--- config.mk ---
export PLATFORM = sky130hd
export DESIGN_NAME = pl_ex_rns_mc
export DESIGN_NICKNAME = d
export VERILOG_FILES = /design/src/rtl/pl_rns_pkg.sv /design/src/rtl/pl_ex_rns_mc_modmul.sv /design/src/rtl/pl_ex_rns_mc.sv
export SDC_FILE = /design/constraint.sdc
export NUM_CORES = 1
export LEC_CHECK = 0
export CORE_MARGIN = 5
export CORE_UTILIZATION = 55
export CTS_CLUSTER_DIAMETER = 80
export DETAILED_ROUTE_END_ITERATION = 6
export PLACE_DENSITY = 0.83
export SLEW_MARGIN = 20
export SYNTH_ARGS = -nofsm -noshare
export SYNTH_HDL_FRONTEND = slang
export SYNTH_HIERARCHICAL = 1
export SYNTH_SLANG_ARGS = --single-unit
--- constraint.sdc ---
create_clock -name clk -period 6.2 [get_ports clk]
set_clock_uncertainty 0.15 [all_clocks]
set_input_delay 1.24 -clock clk [delete_from_list [all_inputs] [get_ports clk]]
set_output_delay 1.24 -clock clk [all_outputs]
set_load 0.02 [all_outputs]
--- src/rtl/pl_rns_pkg.sv ---
// Shared encodings and helpers for the RNS execute stage.
// Modular reduction here assumes the input is below three times the modulus.
package pl_rns_pkg;

  localparam logic [2:0] OP_ADD = 3'd0;
  localparam logic [2:0] OP_SUB = 3'd1;
  localparam logic [2:0] OP_AND = 3'd2;
  localparam logic [2:0] OP_OR  = 3'd3;
  localparam logic [2:0] OP_NOT = 3'd4;
  localparam logic [2:0] OP_MUL = 3'd5;
  localparam logic [2:0] OP_CMP = 3'd6;
  localparam logic [2:0] OP_SHL = 3'd7;

  localparam int BC_CMPV = 0;
  localparam int BC_COUT = 1;
  localparam int BC_EQ   = 2;
  localparam int BC_LT   = 3;
  localparam int BC_GT   = 4;

  localparam logic [17:0] DEF_MODULI = {9'd256, 9'd129};

  typedef enum logic [1:0] {
    S_IDLE,
    S_BUSY,
    S_DONE
  } ex_state_t;

  function automatic logic [31:0] mod_reduce(
    input logic [31:0] x,
    input logic [31:0] m
  );
    logic [31:0] r;
    r = x;
    if (r >= m) r = r - m;
    if (r >= m) r = r - m;
    return r;
  endfunction

endpackage

--- src/rtl/pl_ex_rns_mc_modmul.sv ---
// One lane of the iterative modular multiplier: acc = (2*acc + bit*mcand) mod m.
// wrap flags that the step needed reduction (used as integer overflow).
module pl_modmul_iter
  import pl_rns_pkg::*;
#(
  parameter int DATA_WID = 8,
  parameter int MOD_WID  = 9
) (
  input  logic                clk,
  input  logic                rst,
  input  logic                clr,
  input  logic                step,
  input  logic                bit_k,
  input  logic [DATA_WID-1:0] mcand,
  input  logic [MOD_WID-1:0]  modulus,
  output logic [DATA_WID-1:0] acc,
  output logic                wrap
);

  logic [31:0] sum;
  logic [31:0] red;
  logic        unused_red;

  always_comb begin
    sum  = (32'(acc) << 1) + (bit_k ? 32'(mcand) : 32'd0);
    red  = mod_reduce(sum, 32'(modulus));
    wrap = (sum >= 32'(modulus));
  end

  assign unused_red = ^red[31:DATA_WID];

  always_ff @(posedge clk or posedge rst) begin
    if (rst) acc <= '0;
    else if (clr) acc <= '0;
    else if (step) acc <= red[DATA_WID-1:0];
  end

endmodule

--- src/rtl/pl_ex_rns_mc.sv ---
// RNS execute stage: single-cycle ALU ops plus an iterative modular MUL.
// Optional EX_STALL_CNT_EN adds a saturating stall_cycles counter.
module pl_ex_rns_mc
  import pl_rns_pkg::*;
#(
  parameter int NUM_DOMAINS  = 2,
  parameter int DATA_WID     = 8,
  parameter int MOD_WID      = 9,
  parameter logic [NUM_DOMAINS*MOD_WID-1:0] MODULI = DEF_MODULI,
  parameter int PROG_CTR_WID = 10
) (
  input  logic                            clk,
  input  logic                            reset,
  input  logic                            in_valid,
  output logic                            in_ready,
  input  logic                            flush,
  input  logic [2:0]                      alu_op,
  input  logic                            rns_op,
  input  logic [NUM_DOMAINS*DATA_WID-1:0] op1,
  input  logic [NUM_DOMAINS*DATA_WID-1:0] op2,
  input  logic [3:0]                      res_addr,
  input  logic [PROG_CTR_WID-1:0]         pred_nxt_prog_ctr,
  output logic                            out_valid,
  output logic [NUM_DOMAINS*DATA_WID-1:0] operation_result,
  output logic [3:0]                      destination_reg_addr,
  output logic [PROG_CTR_WID-1:0]         pred_nxt_prog_ctr_EX,
  output logic [4:0]                      branch_conds_EX
`ifdef EX_STALL_CNT_EN
  ,
  output logic [15:0]                     stall_cycles
`endif
);

  localparam int W  = NUM_DOMAINS * DATA_WID;
  localparam int CW = (DATA_WID > 1) ? $clog2(DATA_WID) : 1;
  localparam logic [MOD_WID-1:0] INT_MOD = MOD_WID'(2 ** DATA_WID);
  localparam logic [W-1:0] L0_MASK = W'({DATA_WID{1'b1}});

  ex_state_t state, state_d;
  logic take_fast, take_mul, step, emit;

  logic [CW-1:0]           cnt;
  logic [W-1:0]            op1_q, op2_q;
  logic                    rns_q, ovf;
  logic [3:0]              addr_q;
  logic [PROG_CTR_WID-1:0] pc_q;

  // Single-cycle RNS lanes
  logic [W-1:0] rns_res;
  for (genvar i = 0; i < NUM_DOMAINS; i++) begin : g_lane
    localparam logic [31:0] M = 32'(MODULI[i*MOD_WID +: MOD_WID]);
    logic [31:0]         a, b, r;
    logic [DATA_WID-1:0] na;
    logic                unused_r;
    always_comb begin
      a  = 32'(op1[i*DATA_WID +: DATA_WID]);
      b  = 32'(op2[i*DATA_WID +: DATA_WID]);
      na = ~op1[i*DATA_WID +: DATA_WID];
      r  = '0;
      unique case (alu_op)
        OP_ADD:  r = mod_reduce(a + b, M);
        OP_SUB:  r = (a >= b) ? a - b : a + M - b;
        OP_AND:  r = (a & b) % M;
        OP_OR:   r = (a | b) % M;
        OP_NOT:  r = 32'(na) % M;
        OP_SHL:  r = mod_reduce(a << 1, M);
        default: r = '0;
      endcase
    end
    assign rns_res[i*DATA_WID +: DATA_WID] = r[DATA_WID-1:0];
    assign unused_r = ^r[31:DATA_WID];
  end

  // Integer path on lane 0
  logic [DATA_WID-1:0] a0, b0, int_res;
  logic                int_cout, is_cmp;
  always_comb begin
    a0       = op1[DATA_WID-1:0];
    b0       = op2[DATA_WID-1:0];
    int_res  = '0;
    int_cout = 1'b0;
    unique case (alu_op)
      OP_ADD:  {int_cout, int_res} = {1'b0, a0} + {1'b0, b0};
      OP_SUB:  int_res = a0 - b0;
      OP_AND:  int_res = a0 & b0;
      OP_OR:   int_res = a0 | b0;
      OP_NOT:  int_res = ~a0;
      OP_SHL:  {int_cout, int_res} = {a0, 1'b0};
      default: int_res = '0;
    endcase
  end

  assign is_cmp = (alu_op == OP_CMP);

  logic [W-1:0] fast_res;
  logic [4:0]   fast_conds;
  always_comb begin
    fast_res = rns_op ? rns_res : W'(int_res);
    if (is_cmp) fast_res = '0;
    fast_conds          = '0;
    fast_conds[BC_GT]   = is_cmp && (a0 > b0);
    fast_conds[BC_LT]   = is_cmp && (a0 < b0);
    fast_conds[BC_EQ]   = is_cmp && (a0 == b0);
    fast_conds[BC_COUT] = !is_cmp && !rns_op && int_cout;
    fast_conds[BC_CMPV] = is_cmp;
  end

  // Iterative multiplier lanes
  logic [W-1:0]           acc_all;
  logic [NUM_DOMAINS-1:0] wrap;
  for (genvar i = 0; i < NUM_DOMAINS; i++) begin : g_mul
    localparam logic [MOD_WID-1:0] LM = MODULI[i*MOD_WID +: MOD_WID];
    logic [DATA_WID-1:0] a_l;
    assign a_l = op1_q[i*DATA_WID +: DATA_WID];
    pl_modmul_iter #(
      .DATA_WID(DATA_WID),
      .MOD_WID (MOD_WID)
    ) u_mm (
      .clk    (clk),
      .rst    (reset),
      .clr    (take_mul),
      .step   (step),
      .bit_k  (a_l[cnt]),
      .mcand  (op2_q[i*DATA_WID +: DATA_WID]),
      .modulus(rns_q ? LM : INT_MOD),
      .acc    (acc_all[i*DATA_WID +: DATA_WID]),
      .wrap   (wrap[i])
    );
  end

  logic [W-1:0] mul_res;
  logic [4:0]   mul_conds;
  always_comb begin
    mul_res            = rns_q ? acc_all : (acc_all & L0_MASK);
    mul_conds          = '0;
    mul_conds[BC_COUT] = !rns_q && ovf;
  end

  always_comb begin
    state_d   = state;
    in_ready  = 1'b0;
    take_fast = 1'b0;
    take_mul  = 1'b0;
    step      = 1'b0;
    emit      = 1'b0;
    unique case (state)
      S_IDLE: begin
        in_ready = !reset;
        if (in_valid && !flush) begin
          if (alu_op == OP_MUL) begin
            take_mul = 1'b1;
            state_d  = S_BUSY;
          end else begin
            take_fast = 1'b1;
          end
        end
      end
      S_BUSY: begin
        if (flush) begin
          state_d = S_IDLE;
        end else begin
          step = 1'b1;
          if (cnt == '0) state_d = S_DONE;
        end
      end
      S_DONE: begin
        state_d = S_IDLE;
        emit    = !flush;
      end
      default: state_d = S_IDLE;
    endcase
  end

  always_ff @(posedge clk or posedge reset) begin
    if (reset) begin
      state  <= S_IDLE;
      cnt    <= '0;
      op1_q  <= '0;
      op2_q  <= '0;
      rns_q  <= 1'b0;
      ovf    <= 1'b0;
      addr_q <= '0;
      pc_q   <= '0;
    end else begin
      state <= state_d;
      if (take_mul) begin
        cnt    <= CW'(DATA_WID - 1);
        op1_q  <= op1;
        op2_q  <= op2;
        rns_q  <= rns_op;
        ovf    <= 1'b0;
        addr_q <= res_addr;
        pc_q   <= pred_nxt_prog_ctr;
      end else if (step) begin
        cnt <= cnt - 1'b1;
        ovf <= ovf | wrap[0];
      end
    end
  end

  always_ff @(posedge clk or posedge reset) begin
    if (reset) begin
      out_valid            <= 1'b0;
      operation_result     <= '0;
      destination_reg_addr <= '0;
      pred_nxt_prog_ctr_EX <= '0;
      branch_conds_EX      <= '0;
    end else if (take_fast) begin
      out_valid            <= 1'b1;
      operation_result     <= fast_res;
      destination_reg_addr <= res_addr;
      pred_nxt_prog_ctr_EX <= pred_nxt_prog_ctr;
      branch_conds_EX      <= fast_conds;
    end else if (emit) begin
      out_valid            <= 1'b1;
      operation_result     <= mul_res;
      destination_reg_addr <= addr_q;
      pred_nxt_prog_ctr_EX <= pc_q;
      branch_conds_EX      <= mul_conds;
    end else begin
      out_valid <= 1'b0;
    end
  end

`ifdef EX_STALL_CNT_EN
  always_ff @(posedge clk or posedge reset) begin
    if (reset) stall_cycles <= '0;
    else if (in_valid && !in_ready && stall_cycles != 16'hFFFF)
      stall_cycles <= stall_cycles + 16'd1;
  end
`endif

endmodule

==> metrics.txt <==
Worst-Skew Late Latency 0.36 ns; Synth Register Bits 105; final clock period utilization by the worst path 97.56%; clk buf depth 2; CP startpoint kind flop; critical path buffer and inverter count 3; DRT iter0 DRCs 1326; CP endpoint kind flop; Post-Synth Simple-Gate Area 20.59%; via count 11840; most common cell after layout, fill and taps aside nand2_1; largest net degree at the start of global routing 83; DRT antenna net count 0; CTS sink count 105; DP Wirelength 29570 um; CORE AREA 0.02089 mm^2; HP Class reg -> reg; pwr dens 446.9 mW/mm^2; diode count 0; worst path arrival time 6.19 ns; crit path max-delay cell type mux4_2; post-synthesis cell count 1454; largest family of logic cells by synthesized area compound AO/OA/AOI/OAI gates; GRT Util Overall 30.88%; Flop pwr share 16.2%; Mean Syn Cell Area 7.996 um^2; worst reg2reg setup slack 0.15 ns; # setup viols final 0; setup ws final 0.1512 ns; area of the die 0.02415 mm^2; CP peak stage delay 0.50 ns; final WL 38580 um; hold buffers post-CTS 0; FP Rows 53; Via density 6.317; Int Power 3.315 mW; DP Worst Slack -0.1517 ns; Netlist cell types 110; peak supply drop 317.1 uV; Synth Flop Type dfrtp_1; synthesized area 0.01163 mm^2; worst slew pin tran 0.9623 ns; number of H-tree levels 3; routed len/inst 20.59 um; Die W 155.4 um; initial core utilization 55.66%; fraction of registers with async set/reset 100.0%; P&R area growth vs syn 19.58%; crit-path max FO 8; grt ovf 0; Top cell by count, worst path ha_1; I/O pin count 91; setup_tns 0 ns; Fill cells 1746; Final GP Congestion 1.002; I/O Buffers 90; Post-synth EDFFs 0; Sw Share 46.65%; commonest non-fill, non-tap cells in the layout 194 x nand2_1, 127 x nor2_1, 107 x o21ai_0; initial antenna violation count 0; worst path required time 6.34 ns; Synth Area in Adders 15.24%; Max Fclk 165.3 MHz; clock group share of total power 9.4%; yosys warns 6; root buffer cell clkbuf_16; Max-cap violations 0; net switching power 2.899 mW; Die H 155.4 um; register area share after synthesis 22.60%; CP Class reg -> reg; total power 6.213 mW; register area 0.002629 mm^2; Post-Synth XOR/XNOR Area 4.724%; Static Leak 6.214 nW; layout cell share with drive strength beyond 1 13.57%; multiplexer area fraction after synthesis 4.111%; Logic pwr share 74.4%; multi-input combinational cell area 0.008713 mm^2; clock buffer count from CTS 9; complex-gate fraction of the synthesized area 26.90%; minimum clock period after layout 6.049 ns; DRC 0; delay-heaviest family, CP simple AND/OR/NAND/NOR gates; Clock Pin Slew Worst Setup and Hold Paths 0.08 ns; vias in the first global route 11590; outcome finished clean; final net count 1780; slew margin rel. 35.78%; CTS tree done; global-route wire length before repair 60340 um; Util after Layout 66.55%; Pre-Repair DR Iteration Count 6; Final Max Slew Viols 0; final hold violation count 0
synth_stat cells (5+ instances only):
| library cell | number | share of area (%) |
|---|---|---|
| a211o_1 | 8 | 0.60 |
| a211oi_1 | 16 | 1.0 |
| a21o_1 | 17 | 1.1 |
| a21oi_1 | 92 | 4.0 |
| a221o_1 | 5 | 0.43 |
| a221oi_1 | 7 | 0.53 |
| a22oi_1 | 20 | 1.3 |
| a311oi_1 | 6 | 0.45 |
| a31oi_1 | 10 | 0.54 |
| and2_1 | 19 | 1.0 |
| and3_1 | 5 | 0.27 |
| and3b_1 | 8 | 0.60 |
| buf_6 | 5 | 0.48 |
| clkbuf_1 | 47 | 1.5 |
| dfrtp_1 | 105 | 23 |
| fa_1 | 16 | 2.8 |
| ha_1 | 116 | 12 |
| inv_1 | 99 | 3.2 |
| mux2_2 | 11 | 1.1 |
| mux2_4 | 6 | 0.77 |
| mux2i_1 | 14 | 1.2 |
| nand2_1 | 194 | 6.3 |
| nand2b_1 | 15 | 0.81 |
| nand3_1 | 24 | 1.0 |
| nand4_1 | 10 | 0.54 |
| nor2_1 | 127 | 4.1 |
| nor2b_1 | 12 | 0.65 |
| nor3_1 | 33 | 1.4 |
| nor4_1 | 7 | 0.38 |
| o2111ai_1 | 5 | 0.38 |
| o211ai_1 | 15 | 0.97 |
| o21a_1 | 15 | 0.97 |
| o21ai_0 | 112 | 4.8 |
| o21bai_1 | 16 | 1.0 |
| o221ai_1 | 16 | 1.2 |
| o22ai_1 | 9 | 0.48 |
| o31ai_1 | 11 | 0.71 |
| or3_1 | 12 | 0.65 |
| or4_1 | 6 | 0.39 |
| xnor2_1 | 47 | 3.5 |
| xor2_1 | 12 | 0.90 |
worst min-delay path: cells and delay by family (launching register included):
kind             cells  cell delay [ns]
DFF                  1             0.35
and+or+nand+nor      2             0.10
final timing paths:
kind	cells past startpoint	start	end
worst max-delay path	26	cnt[0]	g_mul[1].u_mm/acc[1]
worst min-delay path	2	pred_nxt_prog_ctr_EX[2]	pred_nxt_prog_ctr_EX[2]
worst max register to register	26	cnt[0]	g_mul[1].u_mm/acc[1]
worst min register to register	2	pred_nxt_prog_ctr_EX[2]	pred_nxt_prog_ctr_EX[2]
max in group asynchronous	3	reset	destination_reg_addr[0]
min in group asynchronous	2	reset	g_mul[1].u_mm/acc[7]
sequential cells by signal, indices dropped and copies added (netlist names):
register	cells
out_valid	1
g_mul.u_mm/acc	16
state	2
operation_result	16
addr_q	4
pc_q	10
cnt	3
op1_q	16
rns_q	1
ovf	1
branch_conds_EX	5
pred_nxt_prog_ctr_EX	10
destination_reg_addr	4
op2_q	16
cell families (layout without fill, tap and decap cells):
logic type	count (synthesis)	in the layout
compound gates	448	448
xor+xnor	61	61
fa+ha+maj	132	132
buf+inv	165	293
flops	105	105
mux	37	37
other cells	2	19
simple gates	504	504
area by class of cell:
cell class | count | share of cell area [%]
sequential | 105 | 18.91
tap | 275 | 2.475
clock buffer | 9 | 1.620
inverter | 104 | 2.844
clock inverter | 7 | 0.4860
multi-input combinational | 1201 | 62.68
timing repair buffer | 173 | 10.99
layer usage:
layer  global-route usage, %  part of all wire (%)  vias up
li1                        -                     -     5502
met1                   40.98                    41     5655
met2                   50.45                    47      561
met3                   4.172                   7.6      120
met4                   13.63                   4.6        0
met5                       0                     0        -
repair_timing:
action / in CTS / in global routing
pin swaps: 7 / 32
endpoints found under the setup margin: 16 / 16
resized for setup: 11 / 51
buffers inserted: 0 / 9
per-stage QoR:
step                      cells  cell area [um^2]  hold WS, ns
after floorplan            1471             11700       0.2918
after global placement     1849             13230       0.3033
after detailed placement   1849             13230       0.3118
after CTS                  1865             13580       0.3305
after global routing       1874             13900       0.3489
final                      1874             13900       0.3293
power by group through the flow:
stage | logic (mW) | registers [mW] | clock network, mW
global placement | 3.96 | 0.993 | 0
detailed placement | 4.07 | 0.997 | 0
floorplan | 2.91 | 0.993 | 0
finish | 4.63 | 1.00 | 0.584
CTS | 4.17 | 0.991 | 0.589
global route | 5.05 | 1.02 | 0.611
No activity file was read; power rests on OpenSTA's default activity.
